$ cat src/rtl/atm_session_controller.sv
// Multi-account ATM session controller: PIN check with per-account lockout,
// opcode dispatch against per-account balances, inactivity timeout and eject.
module atm_session_controller #(
  parameter int unsigned      NUM_ACCOUNTS   = 4,
  parameter int unsigned      BAL_W          = 32,
  parameter int unsigned      PIN_W          = 4,
  parameter logic [PIN_W-1:0] DEFAULT_PIN    = 4'b1010,
  parameter logic [BAL_W-1:0] INIT_BALANCE   = 1000,
  parameter int unsigned      MAX_PIN_TRIES  = 3,
  parameter logic [BAL_W-1:0] MAX_WITHDRAW   = 5000,
  parameter int unsigned      TIMEOUT_CYCLES = 64,
  localparam int unsigned     ACC_W          = $clog2(NUM_ACCOUNTS)
) (
  input  logic             Clock,
  input  logic             Reset,
  input  logic             Card_Inserted,
  input  logic [ACC_W-1:0] Account_Sel,
  input  logic [ACC_W-1:0] Dest_Sel,
  input  logic [PIN_W-1:0] User_Pass,
  input  logic             Pass_Valid,
  input  logic [3:0]       Opcode,
  input  logic             Op_Valid,
  input  logic [BAL_W-1:0] Amount,
  input  logic             Another_Operation,
  input  logic             Cancel,
  output logic             Session_Active,
  output logic             Op_Done,
  output logic             Op_Error,
  output logic [BAL_W-1:0] Balance_Out,
  output logic             Card_Retained,
  output logic             ATM_Usage_Finished
);

  typedef enum logic [2:0] {
    S_IDLE, S_PIN_WAIT, S_MENU, S_EXEC, S_RESULT, S_EJECT, S_WAIT_REMOVE
  } state_t;

  localparam logic [3:0] OP_BALANCE    = 4'd1;
  localparam logic [3:0] OP_WITHDRAW   = 4'd2;
  localparam logic [3:0] OP_DEPOSIT    = 4'd3;
  localparam logic [3:0] OP_TRANSFER   = 4'd5;
  localparam logic [3:0] OP_CHANGE_PIN = 4'd8;

  localparam int unsigned      TRY_W    = $clog2(MAX_PIN_TRIES + 1);
  localparam int unsigned      TMO_W    = $clog2(TIMEOUT_CYCLES + 1);
  localparam logic [TRY_W-1:0] TRY_LAST = TRY_W'(MAX_PIN_TRIES - 1);
  localparam logic [TMO_W-1:0] TMO_LAST = TMO_W'(TIMEOUT_CYCLES - 1);

  state_t                  state;
  logic [ACC_W-1:0]        src;
  logic [ACC_W-1:0]        dst;
  logic [3:0]              op;
  logic [BAL_W-1:0]        amt;
  logic [BAL_W-1:0]        bal [NUM_ACCOUNTS];
  logic [PIN_W-1:0]        pin [NUM_ACCOUNTS];
  logic [NUM_ACCOUNTS-1:0] lock;
  logic [TRY_W-1:0]        tries;
  logic [TMO_W-1:0]        tmo;

  logic             sel_bad;
  logic             dst_ok;
  logic             debit_ok;
  logic             exec_ok;
  logic [BAL_W-1:0] src_bal;
  logic [BAL_W-1:0] dst_bal;
  logic [BAL_W-1:0] new_src;
  logic [BAL_W:0]   dep_sum;
  logic [BAL_W:0]   xfer_sum;

  // Overflow is detected on a BAL_W+1 sum so a rejected deposit never wraps.
  always_comb begin
    sel_bad  = (32'(Account_Sel) >= NUM_ACCOUNTS) || lock[Account_Sel];
    src_bal  = bal[src];
    dst_bal  = bal[dst];
    dst_ok   = (32'(dst) < NUM_ACCOUNTS) && (dst != src);
    dep_sum  = {1'b0, src_bal} + {1'b0, amt};
    xfer_sum = {1'b0, dst_bal} + {1'b0, amt};
    debit_ok = (amt != '0) && (amt <= MAX_WITHDRAW) && (amt <= src_bal);
    exec_ok  = 1'b0;
    new_src  = src_bal;
    case (op)
      OP_BALANCE, OP_CHANGE_PIN: exec_ok = 1'b1;
      OP_WITHDRAW: begin
        exec_ok = debit_ok;
        new_src = src_bal - amt;
      end
      OP_DEPOSIT: begin
        exec_ok = (amt != '0) && !dep_sum[BAL_W];
        new_src = dep_sum[BAL_W-1:0];
      end
      OP_TRANSFER: begin
        exec_ok = dst_ok && debit_ok && !xfer_sum[BAL_W];
        new_src = src_bal - amt;
      end
      default: exec_ok = 1'b0;
    endcase
    if (!exec_ok) new_src = src_bal;
  end

  assign Session_Active = (state == S_PIN_WAIT) || (state == S_MENU) ||
                          (state == S_EXEC) || (state == S_RESULT);

  always_ff @(posedge Clock or posedge Reset) begin
    if (Reset) begin
      state              <= S_IDLE;
      src                <= '0;
      dst                <= '0;
      op                 <= '0;
      amt                <= '0;
      lock               <= '0;
      tries              <= '0;
      tmo                <= '0;
      Op_Done            <= 1'b0;
      Op_Error           <= 1'b0;
      Balance_Out        <= '0;
      Card_Retained      <= 1'b0;
      ATM_Usage_Finished <= 1'b0;
      for (int unsigned i = 0; i < NUM_ACCOUNTS; i++) begin
        bal[i] <= INIT_BALANCE;
        pin[i] <= DEFAULT_PIN;
      end
    end else begin
      Op_Done            <= 1'b0;
      Op_Error           <= 1'b0;
      Card_Retained      <= 1'b0;
      ATM_Usage_Finished <= 1'b0;
      case (state)
        S_IDLE: begin
          if (Card_Inserted) begin
            src <= Account_Sel;
            if (sel_bad) begin
              state              <= S_EJECT;
              Op_Error           <= 1'b1;
              ATM_Usage_Finished <= 1'b1;
            end else begin
              state <= S_PIN_WAIT;
            end
          end
        end

        // Interactive states share the removal > cancel > timeout > strobe order.
        S_PIN_WAIT, S_MENU, S_RESULT: begin
          if (!Card_Inserted) begin
            state <= S_IDLE;
            tries <= '0;
            tmo   <= '0;
          end else if (Cancel || (tmo == TMO_LAST)) begin
            state              <= S_EJECT;
            ATM_Usage_Finished <= 1'b1;
            tries              <= '0;
            tmo                <= '0;
          end else begin
            tmo <= (Pass_Valid || Op_Valid || Another_Operation) ? '0 : tmo + 1'b1;
            if (state == S_PIN_WAIT && Pass_Valid) begin
              if (User_Pass == pin[src]) begin
                tries <= '0;
                state <= S_MENU;
              end else if (tries == TRY_LAST) begin
                lock[src]          <= 1'b1;
                Card_Retained      <= 1'b1;
                Op_Error           <= 1'b1;
                ATM_Usage_Finished <= 1'b1;
                tries              <= '0;
                state              <= S_EJECT;
              end else begin
                tries    <= tries + 1'b1;
                Op_Error <= 1'b1;
              end
            end else if (state == S_MENU && Op_Valid) begin
              op    <= Opcode;
              amt   <= Amount;
              dst   <= Dest_Sel;
              state <= S_EXEC;
            end else if (state == S_RESULT && Another_Operation) begin
              state <= S_MENU;
            end
          end
        end

        S_EXEC: begin
          if (exec_ok) begin
            Op_Done  <= 1'b1;
            bal[src] <= new_src;
            if (op == OP_TRANSFER) bal[dst] <= xfer_sum[BAL_W-1:0];
            if (op == OP_CHANGE_PIN) pin[src] <= amt[PIN_W-1:0];
          end else begin
            Op_Error <= 1'b1;
          end
          Balance_Out <= new_src;
          tmo         <= '0;
          state       <= Card_Inserted ? S_RESULT : S_IDLE;
        end

        S_EJECT: state <= Card_Inserted ? S_WAIT_REMOVE : S_IDLE;

        S_WAIT_REMOVE: if (!Card_Inserted) state <= S_IDLE;

        default: state <= S_IDLE;
      endcase
    end
  end

endmodule

$ cat config.mk
export PLATFORM = sky130hd
export DESIGN_NAME = atm_session_controller
export DESIGN_NICKNAME = d
export VERILOG_FILES = /design/src/rtl/atm_session_controller.sv
export SDC_FILE = /design/constraint.sdc
export NUM_CORES = 1
export LEC_CHECK = 0
export CELL_PAD_IN_SITES_DETAIL_PLACEMENT = 2
export CELL_PAD_IN_SITES_GLOBAL_PLACEMENT = 2
export CORE_MARGIN = 3
export CORE_UTILIZATION = 41
export CTS_BUF_LIST = sky130_fd_sc_hd__clkbuf_8
export DETAILED_ROUTE_END_ITERATION = 8
export GPL_TIMING_DRIVEN = 0
export PLACE_DENSITY_LB_ADDON = 0.1
export SYNTH_ARGS = -nofsm -noshare
export SYNTH_HDL_FRONTEND = slang
export SYNTH_SLANG_ARGS = --single-unit
$ cat constraint.sdc
create_clock -name Clock -period 12.1 [get_ports Clock]
set_input_delay 3.025 -clock Clock [delete_from_list [all_inputs] [get_ports Clock]]
set_output_delay 3.025 -clock Clock [all_outputs]
set_load 0.01 [all_outputs]
* Yosys cells after proc, flatten, opt, wreduce, memory -nomap -nowiden
Cells that the tools add are included.
** Word-level totals
- Register bits :: 236
- Logic and storage cells :: 160
- Input port bits :: 51
** Operators by class
- Bitwise operators :: 6
- Multiplexer cells :: 67
- Add/sub/neg operators :: 5
- Order comparisons :: 9
- Equality and inequality tests :: 20
- Reductions and logical operators :: 32
** Operators by type and width (number)
- $bwmux W128 :: 2
- $mux W32 :: 7
- $bmux W32 S2 :: 2
- $demux W32 S2 :: 2
- $mux W128 :: 1
- $add A32 B32 Y33 :: 2
- $pmux W32 S2 :: 1
- $mux W3 :: 12
- $le A32 B13 Y1 const B :: 1
- $le A32 B32 Y1 :: 1
- $reduce_bool A32 Y1 :: 1
- $sub A32 B32 Y32 :: 1
- $mux W7 :: 3
- $mux W1 :: 19
- $bwmux W16 :: 1
- $pmux W3 S5 :: 1
- $pmux W7 S2 :: 1
- $mux W4 :: 3
- $ne A6 B6 Y1 const B :: 2
- $logic_and A1 B1 Y1 :: 11
- $mux W2 :: 5
- $eq A3 B3 Y1 const B :: 3
- $bmux W4 S2 :: 1
- $demux W4 S2 :: 1
- other kinds (37) :: 55

* Depth between registers and ports, before layout
- Depth in word-level cells :: 13
- Depth in mapped cells :: 25
- Gate-level depth less buffers :: 19

* Worst setup path after synthesis
Ideal clock, no wire load.
- Path type :: register to register
- Start point :: register src[1]
- End point :: register bal[100] (netlist bit)
- Arrival :: 5.175 ns
- Slack :: 6.789 ns
- Data required time :: 11.964 ns
- Path buffers :: 6
- Stages on the path, launching flop included :: 26
- Path through :: dfrtp_1 buf_1 clkbuf_1 clkbuf_1 mux2i_1 nand2_1 o21ai_0 inv_1 ha_1 fa_1 nor2b_2 o311ai_2 a221oi_1 a211o_1 or4_1 nand4_1 a22oi_2 nand2_2 nand2_2 inv_2 buf_6 o21ai_1 buf_2 buf_6 a32oi_1 o31ai_1
** Between the ends
- Word-level cells in the longest chain between the ends :: 13
** Ends and longest elaborated chain
- from (decl) :: line 50 : logic [ACC_W-1:0] src;
- from (signal assigned) :: line 130 : src <= Account_Sel;
- $not A2 Y3 (not written as such) :: line 73, 183
- $bmux W32 S2 :: line 73 : src_bal = bal[src];
- $mux W32 (not written as such) (2 in series) :: line 73
- $le A32 B32 Y1 :: line 78 : debit_ok = (amt != '0) && (amt <= MAX_WITHDRAW) && (amt <= src_bal);
- $logic_and A1 B1 Y1 :: line 78
- $logic_and A1 B1 Y1 (2 in series) :: line 92 : exec_ok = dst_ok && debit_ok && !xfer_sum[BAL_W];
- $pmux W1 S4 :: line 81 : case (op)
- $mux W32 :: line 97 : if (!exec_ok) new_src = src_bal;
- $bwmux W128 :: line 183 : bal[src] <= new_src;
- $bwmux W128 :: line 184 : if (op == OP_TRANSFER) bal[dst] <= xfer_sum[BAL_W-1:0];
- $mux W128 :: line 184
- to (signal, indexed assignment) :: line 183
- to (signal, indexed assignment) :: line 184
- to (decl) :: line 54 : logic [BAL_W-1:0] bal [NUM_ACCOUNTS];
Several ways; a longest one is shown, not always the timed one. The select of a mux whose other input is x is not followed.
A chain may end at the register's enable or synchronous reset.

* Final worst setup path
- Start point :: register src[1]
- End point :: register bal[93] (netlist bit)
The elaborated chain is that of the path after synthesis.

==> reports/metrics.cfg <==
[outcome]
status=finished clean

[sta]
setup_slack_ps=3666
slew_headroom=0.1129
finalClockSkew_ps=57.62
slew_viol_final=0
fmax_mhz=118.6
rsz0062_at_grt=no
fin_crit_sh=0.6970
period_needed_ps=8434
worst_hold_slack_ps=483.1
tns_ps=0
tightest_slew_ps=1323
final-hold-violation-count=0
setup_viol=0

[clock_tree]
post-cts-setup-buffers=0
post_cts_resized=0
cts.path.max_buffers=3
cts-root-buf=clkbuf_8
cts_made_buffers=47
clk_pin_slew_ps=60
cts_sinks=236
clk-insertion-delay-late_ps=690
h-tree-depth=2
ctsHoldBuffers=0
cts_tree=built

[yosys]
yosys_register_bits=236
synthCells=1908
synthMuxAreaShare=0.1172
synth_enable_flop_cells=0
async_flop_share=1.000
synth_compound_area_frac=0.2795
yosys.area_share.simple=0.1353
syn_nets=2059
synth-xor-area-share=0.01905
yosysWarnings=0
synth_area_mm2=0.01793
synth.avg_cell_area_um2=9.396
synth_cell_types=88
synth_flop_cell=dfrtp_1
yosysSeqAreaShare=0.3317
synth_largest_area_cell=dfrtp_1
synthAdderAreaFrac=0.07105
ys_top_cells_by_area=dfrtp_1, mux4_2, ha_1
yosysTopAreaCellShare=0.2848
synth_top_family_by_area=compound AO/OA/AOI/OAI gates

[critical_path]
slowest_stage=clkbuf_1
arrival_ps=8890
worst_ep_required_time_ps=12560
crit_path_start_kind=flop
crit_top_cell=a21oi_1
slowest_delay_ps=890
end_kind=flop
crit_fanout=10
critical_path.cell_chain=buf_1 -> clkbuf_1 -> clkbuf_1 -> mux2i_1 -> nand2_1 -> o21ai_0 -> ha_1 -> inv_1 -> fa_1 -> a21o_1 -> a21oi_1 -> a21oi_1 -> o21ai_0 -> a31o_2 -> a21oi_1 -> a22oi_2 -> nand2_2 -> nand2_2 -> inv_2 -> buf_6 -> nand3_2 -> buf_1 -> o221ai_1
path_class=flop to flop

[power_and_ir_drop]
pwr_density_cell_mw_per_mm2=197.3
power_mw=4.068
vdd_drop_max_mv=0.1142
p_leak_nw=8.652

[floorplanning]
num_rows=75
coreArea_mm2=0.04260
num_io_pins=88
die_x_um=215.1
die_h_um=215.1
initial_core_util=0.4208
dieArea_mm2=0.04627

[global_route]
track_usage=0.3675
grt_pass1_vias=19760
grt_pass1_wl_um=129100
antenna_found_initial=0
overflow=0
grt_max_degree=105

[route]
ant_nets=0
routed_wl_um=86700
num_vias=18335
wl_per_cell_um=32.58
drt_first_pass_iters=6
routed_via_density=6.890
drc=0
drt_iter0_drc=1920

[placement]
dp_hpwl_um=65140
gp_congestion=0.9715
post-place-ws_ps=3849
dp.cells=2574
port_buffers=87

[finish]
final_cell_count_no_fill=2661
syn_to_final_growth_pct=15.04
finalNetCount=2197
drive_gt1_frac=0.1459
seqCellArea_mm2=0.005946
nFillCells=4631
multi_input_area_mm2=0.01116

[flow_run]
maxCapViolCount=0

[worst_hold_path]
hp-class=flop to flop

## cell type report
| type | count | area share |
|---|---|---|
| flip-flops and latches | 236 | 0.2883 |
| well taps | 577 | 0.03501 |
| clock buffers | 58 | 0.03871 |
| clock inverters | 28 | 0.01135 |
| diodes | 1 | 0.0001213 |
| multi-input cells | 1469 | 0.5410 |
| inverters | 76 | 0.01420 |
| repair buffers | 89 | 0.04489 |
| plain buffers | 127 | 0.02645 |
## metrics by stage
step           instance area, um2  utilization
6_report                    20620       0.4841
5_1_grt                     20620       0.4840
4_1_cts                     20620       0.4840
3_5_place_dp                19590       0.4598
3_3_place_gp                19520       0.4582
2_1_floorplan               17930            -
## synthesized netlist by cell type (16+ instances only)
library cell and instances:
o221ai_1 43, mux4_2 68, nor4_1 16, mux2_2 47, a21o_1 34, ha_1 97
o211ai_1 31, clkbuf_1 84, o21ai_0 126, a21oi_1 104, o21bai_1 17, dfrtp_1 204
a32oi_1 40, a22o_1 20, a211oi_1 27, o31ai_1 37, a22oi_1 36, nor2_1 110
nor2b_1 16, xnor2_1 31, inv_1 74, nor3_1 44, nand2_1 197, o21a_1 16
nand2b_1 28, buf_2 25, a221o_1 25, nand3_1 29, dfstp_2 32
## final timing paths
check                           slack, ps  depth (start not counted)     from        endpoint
worst max-delay path                 3670                         23   src[1]         bal[93]
worst min register to register        480                          1  lock[2]         lock[2]
worst min-delay path                  480                          1  lock[2]         lock[2]
min in group asynchronous            2780                          2    Reset  Balance_Out[3]
max in group asynchronous            7900                          4    Reset         amt[26]
worst max register to register       3670                         23   src[1]         bal[93]
## registers in the layout, summed over array words and instances (netlist names)
name and count:
bal 128, Balance_Out 32, amt 32, pin 16, tmo 7, lock 4, op 4, state 3
dst 2, src 2, tries 2, ATM_Usage_Finished 1, Card_Retained 1, Op_Done 1, Op_Error 1
## routing by layer
layer / GRT usage / part of all wire / vias to the layer above
met1: 0.4918 / 0.42 / 9499
met5: 0 / 0 / -
met2: 0.5801 / 0.45 / 942
li1: - / - / 7638
met4: 0.1670 / 0.050 / 0
met3: 0.06992 / 0.082 / 256
## worst max-delay path, delay by kind of cell (launching register included)
family	cells	cell delay, ps
buffers and inverters	7	3360
AO/OA/AOI/OAI	9	2800
adder cells (fa/ha/maj)	2	710
AND/OR/NAND/NOR	4	620
flip-flops	1	480
multiplexers	1	270
## kinds of logic (layout without fill, tap and decap cells)
family	count (synthesis)	count (layout)
flops	236	236
buf+inv	203	378
mux	119	119
xor+xnor	39	39
compound gates	695	695
fa+ha+maj	100	100
other cells	0	1
simple gates	516	516
## report_power, final
part           internal (mW)  switching, mW  total (mW)
combinational          0.651           1.43        2.09
clock                  0.504          0.419       0.923
sequential             0.901          0.159        1.06
total                   2.06           2.01        4.07
## layout by cell type, fill, tap and decap left out, types with 17 or more instances in the layout
master and instances:
nor3_1 44, inv_1 85, a32oi_1 40, a211oi_1 27, dfrtp_1 204, a21oi_1 104, clkbuf_8 58, o221ai_1 43
nand2b_1 28, mux4_2 68, a21o_1 34, clkdlybuf4s50_1 87, o21bai_1 17, buf_2 25, nand2_1 197, a221o_1 25
nor2_1 110, ha_1 97, xnor2_1 31, a22oi_1 36, o31ai_1 37, o21ai_0 126, mux2_2 47, dfstp_2 32
a22o_1 20, nand3_1 29, o211ai_1 31, clkbuf_1 84
No activity file was read; power rests on OpenSTA's default activity.
